### src/rtl/cpu_defs.sv
// cpu_defs: shared opcode, access-size and MEM-stage FSM definitions
package cpu_defs;
  localparam logic [5:0] OP_LB  = 6'h20;
  localparam logic [5:0] OP_LH  = 6'h21;
  localparam logic [5:0] OP_LW  = 6'h23;
  localparam logic [5:0] OP_LBU = 6'h24;
  localparam logic [5:0] OP_LHU = 6'h25;
  localparam logic [5:0] OP_SB  = 6'h28;
  localparam logic [5:0] OP_SH  = 6'h29;
  localparam logic [5:0] OP_SW  = 6'h2B;
  localparam logic [1:0] SIZE_B = 2'd0;
  localparam logic [1:0] SIZE_H = 2'd1;
  localparam logic [1:0] SIZE_W = 2'd2;
  typedef enum logic [1:0] {S_IDLE, S_ADDR, S_DATA, S_DONE} mau_state_t;
  function automatic logic op_supported(input logic [5:0] op);
    return op inside {OP_LB, OP_LH, OP_LW, OP_LBU, OP_LHU, OP_SB, OP_SH, OP_SW};
  endfunction
  function automatic logic op_misaligned(input logic [5:0] op, input logic [1:0] a);
    return (op[1:0] == 2'b01 && a[0]) || (op[1:0] == 2'b11 && a != 2'b00);
  endfunction
endpackage

### src/rtl/mem_data_align.sv
// mem_data_align: store strobe/data replication and load byte/half extraction
module mem_data_align
  import cpu_defs::*;
(
  input  logic [5:0]  op,
  input  logic [1:0]  off,
  input  logic        wr,
  input  logic [31:0] wdata,
  input  logic [31:0] rdata,
  output logic [1:0]  size,
  output logic [3:0]  wstrb,
  output logic [31:0] wdata_o,
  output logic [31:0] rdata_o
);
  logic is_b, is_h, sx;
  logic [7:0] b;
  logic [15:0] h;
  assign is_b = op[1:0] == 2'b00;
  assign is_h = op[1:0] == 2'b01;
  assign sx = !op[2];
  assign b = rdata[{off, 3'b000} +: 8];
  assign h = rdata[{off[1], 4'b0000} +: 16];
  // size, strobes and lane-replicated store data from op and byte offset
  always_comb begin
    size = is_b ? SIZE_B : is_h ? SIZE_H : SIZE_W;
    wstrb = !wr ? 4'b0000 : is_b ? 4'b0001 << off : is_h ? (off[1] ? 4'b1100 : 4'b0011) : 4'b1111;
    wdata_o = is_b ? {4{wdata[7:0]}} : is_h ? {2{wdata[15:0]}} : wdata;
    rdata_o = is_b ? {{24{sx & b[7]}}, b} : is_h ? {{16{sx & h[15]}}, h} : rdata;
  end
endmodule

### src/rtl/mem_access_unit.sv
// mem_access_unit: MEM-stage data-memory initiator driving the SRAM-like cache bus
module mem_access_unit
  import cpu_defs::*;
#(
  parameter int ADDR_W = 32
) (
  input  logic              clk,
  input  logic              rst,
  input  logic              M_mem_en,
  input  logic              M_mem_ren,
  input  logic              M_mem_wen,
  input  logic [5:0]        M_mem_op,
  input  logic [31:0]       M_mem_addr,
  input  logic [31:0]       M_mem_wdata,
  input  logic [ADDR_W-1:0] M_mem_pa,
  input  logic              M_mem_uncached,
  input  logic              flush,
  input  logic              advance,
  output logic              data_req,
  output logic              data_wr,
  output logic [1:0]        data_size,
  output logic [ADDR_W-1:0] data_addr,
  output logic [3:0]        data_wstrb,
  output logic [31:0]       data_wdata,
  output logic              data_uncached,
  input  logic              data_addr_ok,
  input  logic              data_data_ok,
  input  logic [31:0]       data_rdata,
  output logic [31:0]       mem_rdata,
  output logic              mem_stall,
  output logic              adel,
  output logic              ades
);
  mau_state_t state, state_n;
  logic [5:0] op_q;
  logic [ADDR_W-1:0] pa_q;
  logic [31:0] wdata_q, rdata_q, ld_data;
  logic wr_q, unc_q, idle, misal, new_req;
  assign idle = state == S_IDLE;
  assign misal = M_mem_en && op_misaligned(M_mem_op, M_mem_addr[1:0]);
  assign adel = misal && M_mem_ren;
  assign ades = misal && M_mem_wen;
  assign new_req = M_mem_en && (M_mem_ren || M_mem_wen) && op_supported(M_mem_op) && !misal && !flush;
  // bus fields come live from EX/MEM while idle, then from the latched request so they stay stable
  assign data_addr = idle ? M_mem_pa : pa_q;
  assign data_wr = idle ? M_mem_wen : wr_q;
  assign data_uncached = idle ? M_mem_uncached : unc_q;
  mem_data_align u_align (
    .op(idle ? M_mem_op : op_q),
    .off(data_addr[1:0]),
    .wr(data_wr),
    .wdata(idle ? M_mem_wdata : wdata_q),
    .rdata(data_rdata),
    .size(data_size),
    .wstrb(data_wstrb),
    .wdata_o(data_wdata),
    .rdata_o(ld_data)
  );
  // request latch, load result register and state register
  always_ff @(posedge clk) begin
    if (rst) begin
      state <= S_IDLE;
      op_q <= '0;
      pa_q <= '0;
      wdata_q <= '0;
      wr_q <= 1'b0;
      unc_q <= 1'b0;
      rdata_q <= '0;
    end else begin
      state <= state_n;
      if (idle && new_req) begin
        op_q <= M_mem_op;
        pa_q <= M_mem_pa;
        wdata_q <= M_mem_wdata;
        wr_q <= M_mem_wen;
        unc_q <= M_mem_uncached;
      end
      if (state == S_DATA && data_data_ok) rdata_q <= ld_data;
    end
  end
  // next state, request, stall and forwarded load result
  always_comb begin
    state_n = state;
    data_req = 1'b0;
    mem_stall = 1'b0;
    mem_rdata = rdata_q;
    unique case (state)
      S_IDLE: begin
        data_req = new_req;
        mem_stall = new_req;
        state_n = !new_req ? S_IDLE : data_addr_ok ? S_DATA : S_ADDR;
      end
      S_ADDR: begin
        data_req = 1'b1;
        mem_stall = 1'b1;
        state_n = data_addr_ok ? S_DATA : S_ADDR;
      end
      S_DATA: begin
        mem_stall = !data_data_ok;
        mem_rdata = data_data_ok ? ld_data : rdata_q;
        state_n = !data_data_ok ? S_DATA : advance ? S_IDLE : S_DONE;
      end
      S_DONE: state_n = advance ? S_IDLE : S_DONE;
      default: state_n = S_IDLE;
    endcase
  end
endmodule

### config.mk
export PLATFORM = sky130hd
export DESIGN_NAME = mem_access_unit
export DESIGN_NICKNAME = d
export VERILOG_FILES = /design/src/rtl/cpu_defs.sv /design/src/rtl/mem_data_align.sv /design/src/rtl/mem_access_unit.sv
export SDC_FILE = /design/constraint.sdc
export NUM_CORES = 1
export LEC_CHECK = 0
export BUFFER_PORTS_ARGS = -buffer_cell sky130_fd_sc_hd__buf_4
export CAP_MARGIN = 15
export CORE_MARGIN = 8
export CORE_UTILIZATION = 30
export DETAILED_ROUTE_END_ITERATION = 10
export SLEW_MARGIN = 20
export SYNTH_ARGS = -nofsm -noshare
export SYNTH_HDL_FRONTEND = slang
export SYNTH_SLANG_ARGS = --single-unit
### constraint.sdc
create_clock -name clk -period 3.65 [get_ports clk]
set_input_delay 0.5475 -clock clk [delete_from_list [all_inputs] [get_ports clk]]
set_output_delay 0.5475 -clock clk [all_outputs]
set_load 0.005 [all_outputs]
==> results of run 1 <==
[metrics by stage]
step                      cell area [sq um]   util  cells  power, mW  worst slack [ns]
after floorplan                        5830      -    838       1.37              1.12
after global placement                 7670  0.398   1270       1.64             0.559
after detailed placement               7670  0.398   1270       1.65             0.539
after CTS                              7960  0.413   1286       2.64             0.167
after global routing                   7960  0.413   1286       2.71            0.0557
final                                  7960  0.413   1286       2.60             0.194
[worst reg2reg max path, stage by stage, from the launching register on]
cell                       delay [ns]
sky130_fd_sc_hd__dfxtp_1         0.53
sky130_fd_sc_hd__nor2_4          0.36
sky130_fd_sc_hd__buf_12          0.34
sky130_fd_sc_hd__o221ai_1        0.32
sky130_fd_sc_hd__or3_2           0.59
sky130_fd_sc_hd__buf_4           0.31
sky130_fd_sc_hd__nand2_1         0.13
sky130_fd_sc_hd__a21oi_1         0.06
[flip-flops by register name, summed over array words and instances, names as in the netlist]
register and cells:
wr_q 1, rdata_q 32, pa_q 32, op_q 3
state 2, unc_q 1, wdata_q 32
[logic make-up after synthesis]
| logic type | Yosys count | share of synthesized area |
|---|---|---|
| muxes | 30 | 0.0535 |
| DFF | 103 | 0.354 |
| AOI/OAI and AO/OA | 225 | 0.244 |
| and+or+nand+nor | 392 | 0.281 |
| buffers and inverters | 88 | 0.0681 |
[cell type report]
class	instances	area, sq um
clock inverter	4	36.3
clock buffer	12	256
sequential	103	2060
tap	265	332
fill	2159	11300
inverter	14	53.8
timing repair buffer	241	1850
multi-input combinational	647	3380
[routing by layer]
metal  vias up  share of wire  wire length [um]  global-route usage
li1       3266              -                 -                   -
met1      3014           0.44              9800               0.220
met5         -              0                 0                   0
met2       239           0.47             10600               0.296
met4         0          0.013               288              0.0421
met3        25          0.079              1770              0.0541
[cell usage in the layout, fill, tap and decap left out, types with 8 or more instances in the layout]
cell type,instances
sky130_fd_sc_hd__clkbuf_16,9
sky130_fd_sc_hd__o221ai_1,9
sky130_fd_sc_hd__inv_1,12
sky130_fd_sc_hd__a21o_1,8
sky130_fd_sc_hd__and3_1,12
sky130_fd_sc_hd__nand2_1,291
sky130_fd_sc_hd__mux2i_1,24
sky130_fd_sc_hd__buf_4,238
sky130_fd_sc_hd__nand3_1,20
sky130_fd_sc_hd__a311oi_1,29
sky130_fd_sc_hd__nor2_1,40
sky130_fd_sc_hd__nor3_1,9
sky130_fd_sc_hd__a21oi_1,100
sky130_fd_sc_hd__dfxtp_1,103
sky130_fd_sc_hd__o21ai_0,23
sky130_fd_sc_hd__a31oi_1,33
[power by group through the flow]
stage	clock network [mW]	registers, mW	logic, mW
floorplan	0	1.16	0.208
global placement	0	1.16	0.481
detailed placement	0	1.16	0.483
CTS	1.02	1.14	0.485
global route	1.05	1.14	0.524
finish	0.981	1.14	0.482
[path summary, 6_finish.rpt]
check | start | to | cells past startpoint
max | state[1] | mem_rdata[18] | 7
min | M_mem_wdata[0] | wdata_q[0] | 3
max reg2reg | state[0] | wdata_q[5] | 7
min reg2reg | wr_q | wr_q | 2
==> impl_metrics.tcl, run 1 <==
set metrics [dict create \
    outcome "finished clean" \
    max_vdd_drop_mv 0.254 \
    synth-main-ff-cell "sky130_fd_sc_hd__dfxtp_1" \
    p_per_area_mw_per_mm2 326 \
    die_area_sq_mm 0.0241 \
    finalCriticalPeriod_ns 3.46 \
    nets 1160 \
    maxSlewViolCount 0 \
    post_route_cells_drive_above_1_share 0.275 \
    post_drt_wl_per_cell_um 17.5 \
    max_freq_mhz 289 \
    ys_top_cells_by_count "291 x sky130_fd_sc_hd__nand2_1, 103 x sky130_fd_sc_hd__dfxtp_1, 100 x sky130_fd_sc_hd__a21oi_1, 50 x sky130_fd_sc_hd__clkbuf_1, 41 x sky130_fd_sc_hd__nor2_1" \
    cts_root_buffer "sky130_fd_sc_hd__clkbuf_16" \
    chipHeight_um 155 \
    hold_violations 0 \
    globalplace.congestion 0.813 \
    worst_relative_slew_slack 0.325 \
    core_outline_area_sq_mm 0.0193 \
    synthesis_warning_total 0 \
    synth.net_count 982 \
    grt_usage 0.178 \
    fin_tns_setup_ns 0 \
    worst_pin_slew_ns 1.01 \
    reg2reg_setup_slack_ns 0.83 \
    route.vias.total 6544 \
    synth_area_sq_mm 0.00583 \
    power.combinational.fraction 0.185 \
    route.detailed.vias_per_inst 5.09 \
    gr-total-overflow 0 \
    power_frac_clock 0.377 \
    start_util 0.302 \
    synth_top_area_frac 0.354 \
    worst_hold_path_type "primary input to register" \
    cts_tree "done" \
    grt_pass1_vias 6075 \
    synth_seq_area_share 0.354 \
    mapped_avg_cell_area_sq_um 6.95 \
    clock_skew_ns 0.00994 \
    maximum_fanout_count_along_the_critical_path 32 \
    synth_seq_cells 103 \
    wire_length_of_the_first_global_routing_pass_mm 34.3 \
    number_of_detailed_routing_iterations_run_before_antenna_repair 5 \
    netSwitchingPower_mw 0.721 \
    timing.final.crit_share 0.947 \
    synthesis.instances 838 \
    critical_path_required_ns 3.10 \
    critical_path.max_stage_delay_ns 0.78 \
    critPathTopFamily "buffers and inverters" \
    numCtsBuffers 9 \
    maxCapViolations 0 \
    crit_arrival_ns 2.91 \
    timing.critical_path.mode_cell "sky130_fd_sc_hd__buf_4" \
    critical_path.slowest_cell "sky130_fd_sc_hd__dfxtp_1" \
    clock_latency_ns 0.35 \
    cell_chain_critical_path "or4b_1, o21a_2, clkinv_2, a31oi_2, buf_4, a31oi_1, buf_4" \
    post-synth-top-area-cell "sky130_fd_sc_hd__dfxtp_1" \
    setup_viol_count_final 0 \
    max_buffers_root_to_sink 2 \
    final_routed_drc_violation_total 0 \
    clkTransAtPathRegs_ns 0.08 \
    antenna_cells_inserted 0 \
    detail-route-antenna-nets 0 \
    hold_slack_ns 0.442 \
    drtIter0Drc 373 \
    postCtsHoldBufs 0 \
    clock_tree.htree_level_count 3 \
    cts_setup_buffers 0 \
    row_count 51 \
    start_kind "register" \
    clock-sinks 103 \
    power.sequential.fraction 0.437 \
    path_buf_inv 3 \
    grt_setup_unrepaired "false" \
    synth_enable_flop_cells 0 \
    internal-power_mw 1.88 \
    number_of_i_o_port_buffers 221 \
    syn2layout_area_growth_pct 36.7 \
    synthMostInstantiatedCell "sky130_fd_sc_hd__nand2_1" \
    synth_area_leaders "sky130_fd_sc_hd__dfxtp_1 35%, sky130_fd_sc_hd__nand2_1 19%, sky130_fd_sc_hd__a21oi_1 8.6%" \
    grt_max_degree 86 \
    finalWirelength_mm 22.5 \
    ys_async_sr_fraction 0 \
    post_cts_resize_count 0 \
    timing_worst_setup_path_type "register to primary output" \
    worst_setup_path_end_kind "primary output" \
    switching_share 0.278 \
    die_width_um 155 \
    pin_count 252 \
    count_of_different_cell_masters_after_synthesis 49 \
    detailedPlacementHpwl_mm 15.8 \
    p_leak_nw 3.51 \
    antenna_found_initial 0 \
]
Power figures use the tool's default switching activity.
==> inputs of run 2 (changes only) <==
CORE_UTILIZATION = 39   (was 30)
PLACE_DENSITY = 0.68   (was not set)
==> run 2 against run 1 <==
  * Count of clock-buffer cells in the layout decreased by 1
  * Sequential power is essentially flat
  * Routed wire length down 6.1%
  * Sequential share of layout area grew 0.40 points
  * Critical path type unchanged
  * Via count is 0.89% higher
  * Largest power group unchanged
  * Maximum frequency grew 1.7%
  * First-iteration DRC count up 25%
  * Highest routed layer unchanged
  * Worst setup slack gained 0.056 ns
  * Utilization increased by 12 points
==> impl_metrics.tcl, run 2 (same netlist as run 1, synthesis figures left out) <==
set metrics [dict create \
    placement.cell_area_sq_mm 0.00754 \
    syn2layout_area_growth_pct 34.6 \
    met1_usage 0.263 \
    final_routed_drc_violation_total 0 \
    seqCellArea_sq_mm 0.00206 \
    maximum_fanout_count_along_the_critical_path 32 \
    drtIter0Drc 466 \
    final_common_cell "sky130_fd_sc_hd__nand2_1" \
    timing.final.crit_share 0.931 \
    timing_worst_setup_path_type "register to primary output" \
    max_buffers_root_to_sink 2 \
    switching_share 0.267 \
    antenna_cells_inserted 0 \
    maxSlewViolCount 0 \
    clock-sinks 103 \
    row_count 44 \
    maxCapViolations 0 \
    layout.cell_area.non_filler_sq_mm 0.00784 \
    critical_path_required_ns 3.10 \
    power.combinational.fraction 0.184 \
    finalWirelength_mm 21.1 \
    netSwitchingPower_mw 0.692 \
    wire_length_of_the_first_global_routing_pass_mm 33.4 \
    crit_arrival_ns 2.85 \
    route.detailed.vias_per_inst 5.48 \
    outcome "finished clean" \
    postCtsHoldBufs 0 \
    multiInputGateArea_sq_mm 0.00338 \
    path_buf_inv 4 \
    internal-power_mw 1.90 \
    detailedPlacementHpwl_mm 14.7 \
    nets 1161 \
    cts_tree "done" \
    p_per_area_mw_per_mm2 330 \
    grt_pass1_vias 6289 \
    critical_path.slowest_cell "sky130_fd_sc_hd__dfxtp_1" \
    detail-route-antenna-nets 0 \
    globalplace.congestion 0.839 \
    number_of_i_o_port_buffers 221 \
    power_frac_clock 0.378 \
    critPathTopFamily "buffers and inverters" \
    die_width_um 138 \
    post_route_cells_drive_above_1_share 0.274 \
    core_outline_area_sq_mm 0.0146 \
    p_leak_nw 3.50 \
    worst_setup_path_end_kind "primary output" \
    cts_root_buffer "sky130_fd_sc_hd__clkbuf_16" \
    worst_hold_path_type "register to register" \
    grt_max_degree 104 \
    hold_violations 0 \
    gr-total-overflow 0 \
    worst_pin_slew_ns 0.875 \
    numCtsBuffers 9 \
    clock_tree.htree_level_count 3 \
    reg.largest.list "pa_q x32, rdata_q x32, wdata_q x32" \
    start_kind "register" \
    antenna_found_initial 0 \
    power.sequential.fraction 0.439 \
    worst_relative_slew_slack 0.416 \
    clock_skew_ns 0.00681 \
    layout_common_cells "291 x sky130_fd_sc_hd__nand2_1, 240 x sky130_fd_sc_hd__buf_4, 103 x sky130_fd_sc_hd__dfxtp_1" \
    grt_usage 0.209 \
    critical_path.max_stage_delay_ns 0.78 \
    start_util 0.399 \
    route.vias.total 6602 \
    post_drt_wl_per_cell_um 17.5 \
    clock_latency_ns 0.35 \
    grt_util_met2 0.335 \
    clkTransAtPathRegs_ns 0.07 \
    timing.critical_path.mode_cell "sky130_fd_sc_hd__buf_4" \
    die_area_sq_mm 0.0191 \
    number_of_detailed_routing_iterations_run_before_antenna_repair 4 \
    grtUsageMet3 0.0579 \
    filler_cell_count 1485 \
    finalCriticalPeriod_ns 3.40 \
    cell_chain_critical_path "nor3b_4, buf_4, nor2_2, inv_2, mux2_4, a31oi_2, buf_4, a31oi_1, buf_4" \
    max_freq_mhz 294 \
    busiest_metal_layer_after_global_routing "met2" \
    pin_count 252 \
    max_vdd_drop_mv 0.201 \
    chipHeight_um 138 \
    grt_setup_unrepaired "false" \
    fin_tns_setup_ns 0 \
    setup_viol_count_final 0 \
]
run 2: layout make-up:
class                   count  area share
clock buffers              11      0.0297
clock inverters             4     0.00702
inverters                  14     0.00686
multi-input cells         647       0.431
flip-flops and latches    103       0.263
well taps                 184      0.0294
repair buffers            242       0.234
run 2: metrics by stage:
stage	power [mW]	utilization	setup slack, ns	hold slack, ns	cells
4_1_cts	2.61	0.536	0.122	0.436	1203
6_report	2.59	0.538	0.250	0.449	1205
3_3_place_gp	1.63	0.517	0.549	0.437	1188
3_5_place_dp	1.64	0.517	0.514	0.443	1188
2_1_floorplan	1.37	-	1.12	0.431	838
5_1_grt	2.69	0.538	0.0793	0.447	1205
run 2: timing repair:
item | 4_1_cts | 5_1_grt
gates resized for setup | 0 | 0
setup endpoints to repair | 0 | 3
buffers inserted | 0 | 2
run 2: worst paths after layout:
| check | startpoint | to | slack, ns | cells after the start |
|---|---|---|---|---|
| setup / recovery | state[1] | mem_rdata[30] | 0.25 | 9 |
| hold / removal | wr_q | wr_q | 0.45 | 2 |
| setup reg to reg | state[0] | wdata_q[7] | 0.79 | 7 |
| hold reg to reg | wr_q | wr_q | 0.45 | 2 |
run 2: worst register-to-register path: stages (launching register included):
cell and delay, ns:
sky130_fd_sc_hd__dfxtp_1 0.52, sky130_fd_sc_hd__nor2_4 0.27, sky130_fd_sc_hd__buf_4 0.48, sky130_fd_sc_hd__o221ai_1 0.32, sky130_fd_sc_hd__nor3_4 0.18, sky130_fd_sc_hd__buf_4 0.61, sky130_fd_sc_hd__nand2_1 0.21, sky130_fd_sc_hd__a21oi_1 0.19
run 2: layer usage:
layer  up-vias  share of wire  wire length (um)
met5         -              0                 0
met4         0          0.021               444
met3        28          0.072              1530
met2       216           0.47              9830
met1      3099           0.44              9310
li1       3259              -                 -
run 2: power by group through the flow:
stage | Clock (mW) | Sequential [mW] | Combinational [mW]
2_1_floorplan | 0 | 1.16 | 0.208
6_report | 0.979 | 1.14 | 0.476
4_1_cts | 0.997 | 1.14 | 0.476
3_3_place_gp | 0 | 1.16 | 0.471
3_5_place_dp | 0 | 1.16 | 0.474
5_1_grt | 1.04 | 1.14 | 0.518
